===== config.mk =====
export PLATFORM = sky130hd
export DESIGN_NAME = alu_power_sequencer
export DESIGN_NICKNAME = d
export VERILOG_FILES = /design/src/rtl/alu_pwr_pkg.sv /design/src/rtl/alu_power_sequencer_timer.sv /design/src/rtl/alu_power_sequencer.sv
export SDC_FILE = /design/constraint.sdc
export NUM_CORES = 1
export LEC_CHECK = 0
export CORE_UTILIZATION = 49
export CTS_CLUSTER_DIAMETER = 50
export DETAILED_ROUTE_END_ITERATION = 7
export HOLD_SLACK_MARGIN = 0.1
export PLACE_DENSITY_LB_ADDON = 0.08
export SLEW_MARGIN = 20
export SYNTH_ARGS = -nofsm -noshare
export SYNTH_HDL_FRONTEND = slang
export SYNTH_HIERARCHICAL = 1
export SYNTH_SLANG_ARGS = --single-unit

===== constraint.sdc =====
create_clock -name clk -period 7.7 [get_ports clk]
set_clock_uncertainty 0.15 [all_clocks]
set_input_delay 1.155 -clock clk [delete_from_list [all_inputs] [get_ports clk]]
set_output_delay 1.155 -clock clk [all_outputs]
set_load 0.02 [all_outputs]

===== src/rtl/alu_pwr_pkg.sv =====
// Shared definitions for the ALU power-domain sequencer: state encodings,
// default timing constants and the per-state control decode.
package alu_pwr_pkg;

    localparam int ISO_CYC_DEF  = 2;
    localparam int SAVE_CYC_DEF = 2;
    localparam int RSTR_CYC_DEF = 2;
    localparam int ACK_TO_DEF   = 15;
    localparam int CNT_W_DEF    = 16;

    typedef enum logic [2:0] {
        ST_ON    = 3'd0,
        ST_ISO   = 3'd1,
        ST_SAVE  = 3'd2,
        ST_SWOFF = 3'd3,
        ST_OFF   = 3'd4,
        ST_SWON  = 3'd5,
        ST_RSTR  = 3'd6,
        ST_UNISO = 3'd7
    } pwr_state_e;

    typedef struct packed {
        logic clk_en;
        logic iso;
        logic save;
        logic restore;
        logic sw;
        logic ready;
    } pwr_ctrl_t;

    function automatic int max_of(input int a, input int b);
        return (a > b) ? a : b;
    endfunction

    // Physical domain controls that must be presented while in state s.
    function automatic pwr_ctrl_t decode_ctrl(input pwr_state_e s);
        pwr_ctrl_t c;
        c    = '0;
        c.sw = 1'b1;
        case (s)
            ST_ON: begin
                c.clk_en = 1'b1;
                c.ready  = 1'b1;
            end
            ST_ISO, ST_UNISO, ST_SWON: c.iso = 1'b1;
            ST_SAVE: begin
                c.iso  = 1'b1;
                c.save = 1'b1;
            end
            ST_SWOFF, ST_OFF: begin
                c.iso = 1'b1;
                c.sw  = 1'b0;
            end
            ST_RSTR: begin
                c.iso     = 1'b1;
                c.restore = 1'b1;
            end
            default: ;
        endcase
        return c;
    endfunction

endpackage


===== src/rtl/alu_power_sequencer_timer.sv =====
// Shared phase counter: cleared on state entry, counts cycles spent in the
// current state and saturates at SAT so long ack waits never wrap.
module pwr_wait_timer #(
    parameter int W   = 5,
    parameter int SAT = 15
) (
    input  logic         clk,
    input  logic         reset_n,
    input  logic         i_clear,
    input  logic [W-1:0] i_target,
    output logic         o_done,
    output logic         o_timeout
);

    logic [W-1:0] r_cnt;

    // NOTE: sequential state uses non-blocking assignments so every register
    // samples the pre-edge values, independent of block evaluation order.
    always_ff @(posedge clk or negedge reset_n) begin
        if (!reset_n) begin
            r_cnt <= '0;
        end else if (i_clear) begin
            r_cnt <= '0;
        end else if (r_cnt != W'(SAT)) begin
            r_cnt <= r_cnt + 1'b1;
        end
    end

    // A target of N means the state is held for exactly N cycles.
    assign o_done    = (r_cnt >= (i_target - 1'b1));
    assign o_timeout = (r_cnt >= W'(SAT - 1));

endmodule


===== src/rtl/alu_power_sequencer.sv =====
// ALU power-domain sequencer: orders clock gate, isolation, retention and
// power switch on gate/wake requests, watches power-good, keeps residency stats.
module alu_power_sequencer
    import alu_pwr_pkg::*;
#(
    parameter int ISO_CYC  = ISO_CYC_DEF,
    parameter int SAVE_CYC = SAVE_CYC_DEF,
    parameter int RSTR_CYC = RSTR_CYC_DEF,
    parameter int ACK_TO   = ACK_TO_DEF,
    parameter int CNT_W    = CNT_W_DEF
) (
    input  logic             clk,
    input  logic             reset_n,
    input  logic             power_enable,
    input  logic             pwr_ack,
    output logic             alu_clk_en,
    output logic             iso_en,
    output logic             ret_save,
    output logic             ret_restore,
    output logic             pwr_sw_en,
    output logic             domain_ready,
    output logic             pwr_fault,
    output logic [CNT_W-1:0] off_cycles,
    output logic [CNT_W-1:0] wake_count
);

    localparam int MAX_CYC = max_of(max_of(ISO_CYC, SAVE_CYC), max_of(RSTR_CYC, ACK_TO));
    localparam int TMR_W   = $clog2(MAX_CYC) + 1;

    pwr_state_e       r_state;
    pwr_state_e       w_next;
    pwr_ctrl_t        r_ctrl;
    pwr_ctrl_t        w_ctrl;
    logic             r_fault;
    logic             r_from_rstr;
    logic [CNT_W-1:0] r_off;
    logic [CNT_W-1:0] r_wake;
    logic [TMR_W-1:0] w_target;
    logic             w_done;
    logic             w_timeout;
    logic             w_fault_set;
    logic             w_clear;

    pwr_wait_timer #(
        .W   (TMR_W),
        .SAT (ACK_TO)
    ) u_timer (
        .clk       (clk),
        .reset_n   (reset_n),
        .i_clear   (w_clear),
        .i_target  (w_target),
        .o_done    (w_done),
        .o_timeout (w_timeout)
    );

    // NOTE: every signal gets a default before the case so no path leaves it
    // unassigned, which would otherwise infer a latch.
    always_comb begin
        w_next      = r_state;
        w_fault_set = 1'b0;
        w_target    = TMR_W'(ACK_TO);
        case (r_state)
            ST_ON: begin
                if (!power_enable) w_next = ST_ISO;
            end
            ST_ISO: begin
                w_target = TMR_W'(ISO_CYC);
                if (power_enable) w_next = ST_UNISO;
                else if (w_done)  w_next = ST_SAVE;
            end
            ST_SAVE: begin
                w_target = TMR_W'(SAVE_CYC);
                if (w_done) w_next = ST_SWOFF;
            end
            ST_SWOFF: begin
                if (!pwr_ack) begin
                    w_next = ST_OFF;
                end else if (w_timeout) begin
                    w_fault_set = 1'b1;
                    w_next      = ST_OFF;
                end
            end
            ST_OFF: begin
                if (power_enable) w_next = ST_SWON;
            end
            ST_SWON: begin
                // A missing power-good is flagged but the wait continues.
                if (pwr_ack)        w_next = ST_RSTR;
                else if (w_timeout) w_fault_set = 1'b1;
            end
            ST_RSTR: begin
                w_target = TMR_W'(RSTR_CYC);
                if (w_done) w_next = ST_UNISO;
            end
            ST_UNISO: begin
                w_target = TMR_W'(ISO_CYC);
                if (w_done) w_next = ST_ON;
            end
            default: w_next = ST_ON;
        endcase
    end

    assign w_clear = (w_next != r_state);
    assign w_ctrl  = decode_ctrl(w_next);

    always_ff @(posedge clk or negedge reset_n) begin
        if (!reset_n) begin
            r_state     <= ST_ON;
            r_ctrl      <= decode_ctrl(ST_ON);
            r_fault     <= 1'b0;
            r_from_rstr <= 1'b0;
            r_off       <= '0;
            r_wake      <= '0;
        end else begin
            r_state <= w_next;
            r_ctrl  <= w_ctrl;
            r_fault <= r_fault | w_fault_set;
            if (r_state == ST_OFF && r_off != '1) begin
                r_off <= r_off + 1'b1;
            end
            // Remember whether UNISO was reached through a real power-up.
            if (w_next == ST_UNISO && w_clear) begin
                r_from_rstr <= (r_state == ST_RSTR);
            end
            if (r_state == ST_UNISO && w_next == ST_ON && r_from_rstr && r_wake != '1) begin
                r_wake <= r_wake + 1'b1;
            end
        end
    end

    assign alu_clk_en   = r_ctrl.clk_en;
    assign iso_en       = r_ctrl.iso;
    assign ret_save     = r_ctrl.save;
    assign ret_restore  = r_ctrl.restore;
    assign pwr_sw_en    = r_ctrl.sw;
    assign domain_ready = r_ctrl.ready;
    assign pwr_fault    = r_fault;
    assign off_cycles   = r_off;
    assign wake_count   = r_wake;

endmodule


==> out/metrics.csv <==
metric,value,unit
status,"complete, no violations",
largest family of logic cells by synthesized area,simple AND/OR/NAND/NOR gates,
num rows,25,
cells along the critical path,nor2b_1 > xnor2_1 > inv_1 > ha_1 > ha_1 > o211ai_1 > o21ai_0 > a21o_1 > nor4bb_1 > a211oi_1 > o21a_1 > nor2_1 > a21oi_1 > nor2_1,
Critical Path RT,7.72,ns
FF-to-FF End,u_timer/r_cnt[3]$_DFFE_PN0P_,
Post-synth ARST share,100.0,%
most area-hungry cell type in the Yosys netlist,dfrtp_1,
hpwl dp,3.338,mm
top-count cell post-synth,dfrtp_1,
global route overflow,0,
max-cap check violation count,0,
Slew headroom,61.53,%
mux share of post-synthesis cell area,1.921,%
Final setup viols,0,
share of layout cells above drive strength 1,10.31,%
Port Buffer Count,42,
Fin. Hold Viols,0,
Post-CTS Setup Repair Bufs,0,
arrival time at the worst endpoint,3.96,ns
area share of the largest cell type after synthesis,44.33,%
TritonRoute pass-1 iters,4,
Tot GR Track Use,18.36,%
Num CTS Buffers,5,
Peak VDD IR,0.1832,mV
CP Class,flop to flop,
clk slew on worst S/H paths,0.09,ns
remaining antenna violation count after routing,0,
crit start category,flop,
post-synthesis simple-gate area fraction,23.65,%
CTS resizes,0,
mean routed wirelength per cell,12.74,um
number of global-route vias before repair,1626,
Inserted Diodes,0,
largest cells by area after synthesis,"dfrtp_1 44%, xnor2_1 8.3%, ha_1 5.4%",
hold path depth,1,
CTS tree,yes,
CP max-delay cell,dfrtp_1,
max incr delay on CP,0.54,ns
crit path launch,r_state[0]$_DFF_PN0_,
largest net degree at the start of global routing,48,
pwr dens,288.2,nW/um2
DRC violations left,0,
CTS max path bufs,2,
Area after DPL,3015,um2
Worst setup EP type,flop,
Initial DRC Count,72,
Mapped Cells,244,
DR vias/cell,5.176,
f_max,253.6,MHz
Finished Cell Area,3131,um2
via count,1853,
initial antenna violation count,0,
global-route wire length before repair,7.603,mm
RD Place Congestion,0.8479,
Reg-to-Reg Start,r_state[0]$_DFF_PN0_,
die area,5475,um2
core footprint,4848,um2
reg-to-reg setup timing slack,3.76,ns
post-cts hold buffer count,0,
adder-cell area share of the yosys netlist,5.419,%
XOR/XNOR Fraction of Synth Area,12.41,%
syn_area_per_cell,10.41,um2
#FFs+latches synth,47,
final hold slack,0.3412,ns
Fin Setup TNS,0,ns
worst-skew pair later-pin latency,0.30,ns
leakage,1.381,nW
top cells by instance count after synthesis,"45 x dfrtp_1, 24 x xnor2_1, 23 x nand2_1, 23 x nor2_1, 12 x xor2_1",
Hold EP,pwr_fault$_DFF_PN0_,
initial core utilization,52.39,%
Yosys warning total,6,
Die W,74.00,um
htree depth,2,
Die Y,74.00,um
"Seq/Total Area, Yosys",46.40,%
Worst Hold Class,flop to flop,
final wirelength,4.561,mm
CTS root buffer,clkbuf_8,
RSZ-0062 raised after global routing,false,
hold path startpoint,pwr_fault$_DFF_PN0_,
total I/O pin count,43,
Critical Path Fanout Max,14,
mapped cell area,2540,um2
distinct cell type count after synthesis,49,
complex-gate fraction of the synthesized area,7.488,%
crit path time final,3.943,ns
CTS sink count,47,
number of enable-type register cells in the synthesized netlist,0,
Final period util,51.21,%
P&R area growth vs syn,23.25,%
final net count,305,
Most used DFF post-synth,dfrtp_1,
worst slew pin tran,0.5771,ns
"Slew Viols, Final",0,
worst r2r path cells,14,
sequential cells by signal, indices dropped and copies added, names as in the netlist:
register	cells
ret_save	1
off_cycles	16
pwr_fault	1
r_state	3
r_from_rstr	1
u_timer/r_cnt	5
domain_ready	1
iso_en	1
wake_count	16
pwr_sw_en	1
ret_restore	1
cell type report:
| type | instances | area (um2) |
|---|---|---|
| clock buffer | 5 | 68.82 |
| clock inverter | 3 | 43.79 |
| fill | 412 | 1718 |
| inverter | 9 | 33.78 |
| multi-input combinational | 185 | 1304 |
| sequential | 47 | 1179 |
| tap | 67 | 83.83 |
| timing repair buffer | 42 | 417.9 |
layer usage:
layer  share of wire [%]  wire, um  track usage, %
met5                   0         0               0
met4                 1.3        61           6.410
met3                 3.5       158           4.065
met2                  44      2007           27.68
met1                  51      2334           26.14
cell usage in the layout, fill, tap and decap left out, drive strengths merged:
| master | instances |
|---|---|
| a211oi | 3 |
| inv | 9 |
| xor2 | 12 |
| xnor2 | 24 |
| o41a | 1 |
| nand2 | 24 |
| a21o | 1 |
| clkbuf | 5 |
| dfstp | 2 |
| bufinv | 1 |
| nor4bb | 1 |
| dfrtp | 45 |
| o21ba | 1 |
| o21a | 2 |
| o211ai | 3 |
| nand4 | 11 |
| and2 | 1 |
| nor3 | 13 |
| or3 | 2 |
| nand4b | 1 |
| nand3b | 2 |
| conb | 3 |
| ha | 11 |
| nand2b | 3 |
| nor4 | 1 |
| clkdlybuf4s50 | 41 |
| buf | 1 |
| a21oi | 7 |
| and4 | 3 |
| nor2b | 5 |
| mux2 | 4 |
| o21ai | 2 |
| nor3b | 3 |
| nor2 | 24 |
| a31oi | 3 |
| o22a | 1 |
| and3 | 5 |
| a31o | 1 |
| nand3 | 7 |
| clkinv | 2 |
worst max-delay path: cells and delay by family (launching register included):
| kind | cells | cell delay [ns] |
|---|---|---|
| flip-flops | 1 | 0.54 |
| AO/OA/AOI/OAI | 6 | 1.39 |
| XOR/XNOR | 1 | 0.47 |
| adder cells (fa/ha/maj) | 2 | 0.59 |
| AND/OR/NAND/NOR | 4 | 0.54 |
| buffers and inverters | 1 | 0.13 |
how the worst max path moves through the flow:
| stage | endpoint | cells past startpoint |
|---|---|---|
| 2_1_floorplan | u_timer/r_cnt[0]$_DFFE_PN0P_ | 15 |
| 3_3_place_gp | u_timer/r_cnt[3]$_DFFE_PN0P_ | 14 |
| 5_1_grt | u_timer/r_cnt[4]$_DFFE_PN0P_ | 14 |
| 4_1_cts | u_timer/r_cnt[3]$_DFFE_PN0P_ | 14 |
| 3_5_place_dp | u_timer/r_cnt[3]$_DFFE_PN0P_ | 14 |
| 6_report | u_timer/r_cnt[3]$_DFFE_PN0P_ | 14 |
report_power, final:
part           leakage, nW  switching, W  total, W  internal (W)
clock network       0.0581     0.0000821  0.000179     0.0000967
registers            0.616     0.0000691  0.000362      0.000293
logic                0.707      0.000189  0.000361      0.000173
total                 1.38      0.000340  0.000902      0.000562
cell families (layout without fill, tap and decap cells):
kind of cell | count (synthesis) | in the layout
AND/OR/NAND/NOR | 106 | 106
flip-flops | 47 | 47
XOR/XNOR | 36 | 36
AO/OA/AOI/OAI | 25 | 25
buffers and inverters | 13 | 59
adder cells (fa/ha/maj) | 11 | 11
multiplexers | 4 | 4
other | 2 | 3
metrics by stage:
stage           power, W  util, %  instances  worst slack, ns
4_1_cts        0.0009126    64.52        358            3.731
6_report       0.0009023    64.57        358            3.757
2_1_floorplan  0.0006246        -        245            4.154
3_5_place_dp   0.0007294    62.19        350            3.753
5_1_grt        0.0009687    64.57        358            3.397
3_3_place_gp   0.0007227    62.19        350            3.881
Note: power is estimated with default switching activity, not from simulation.
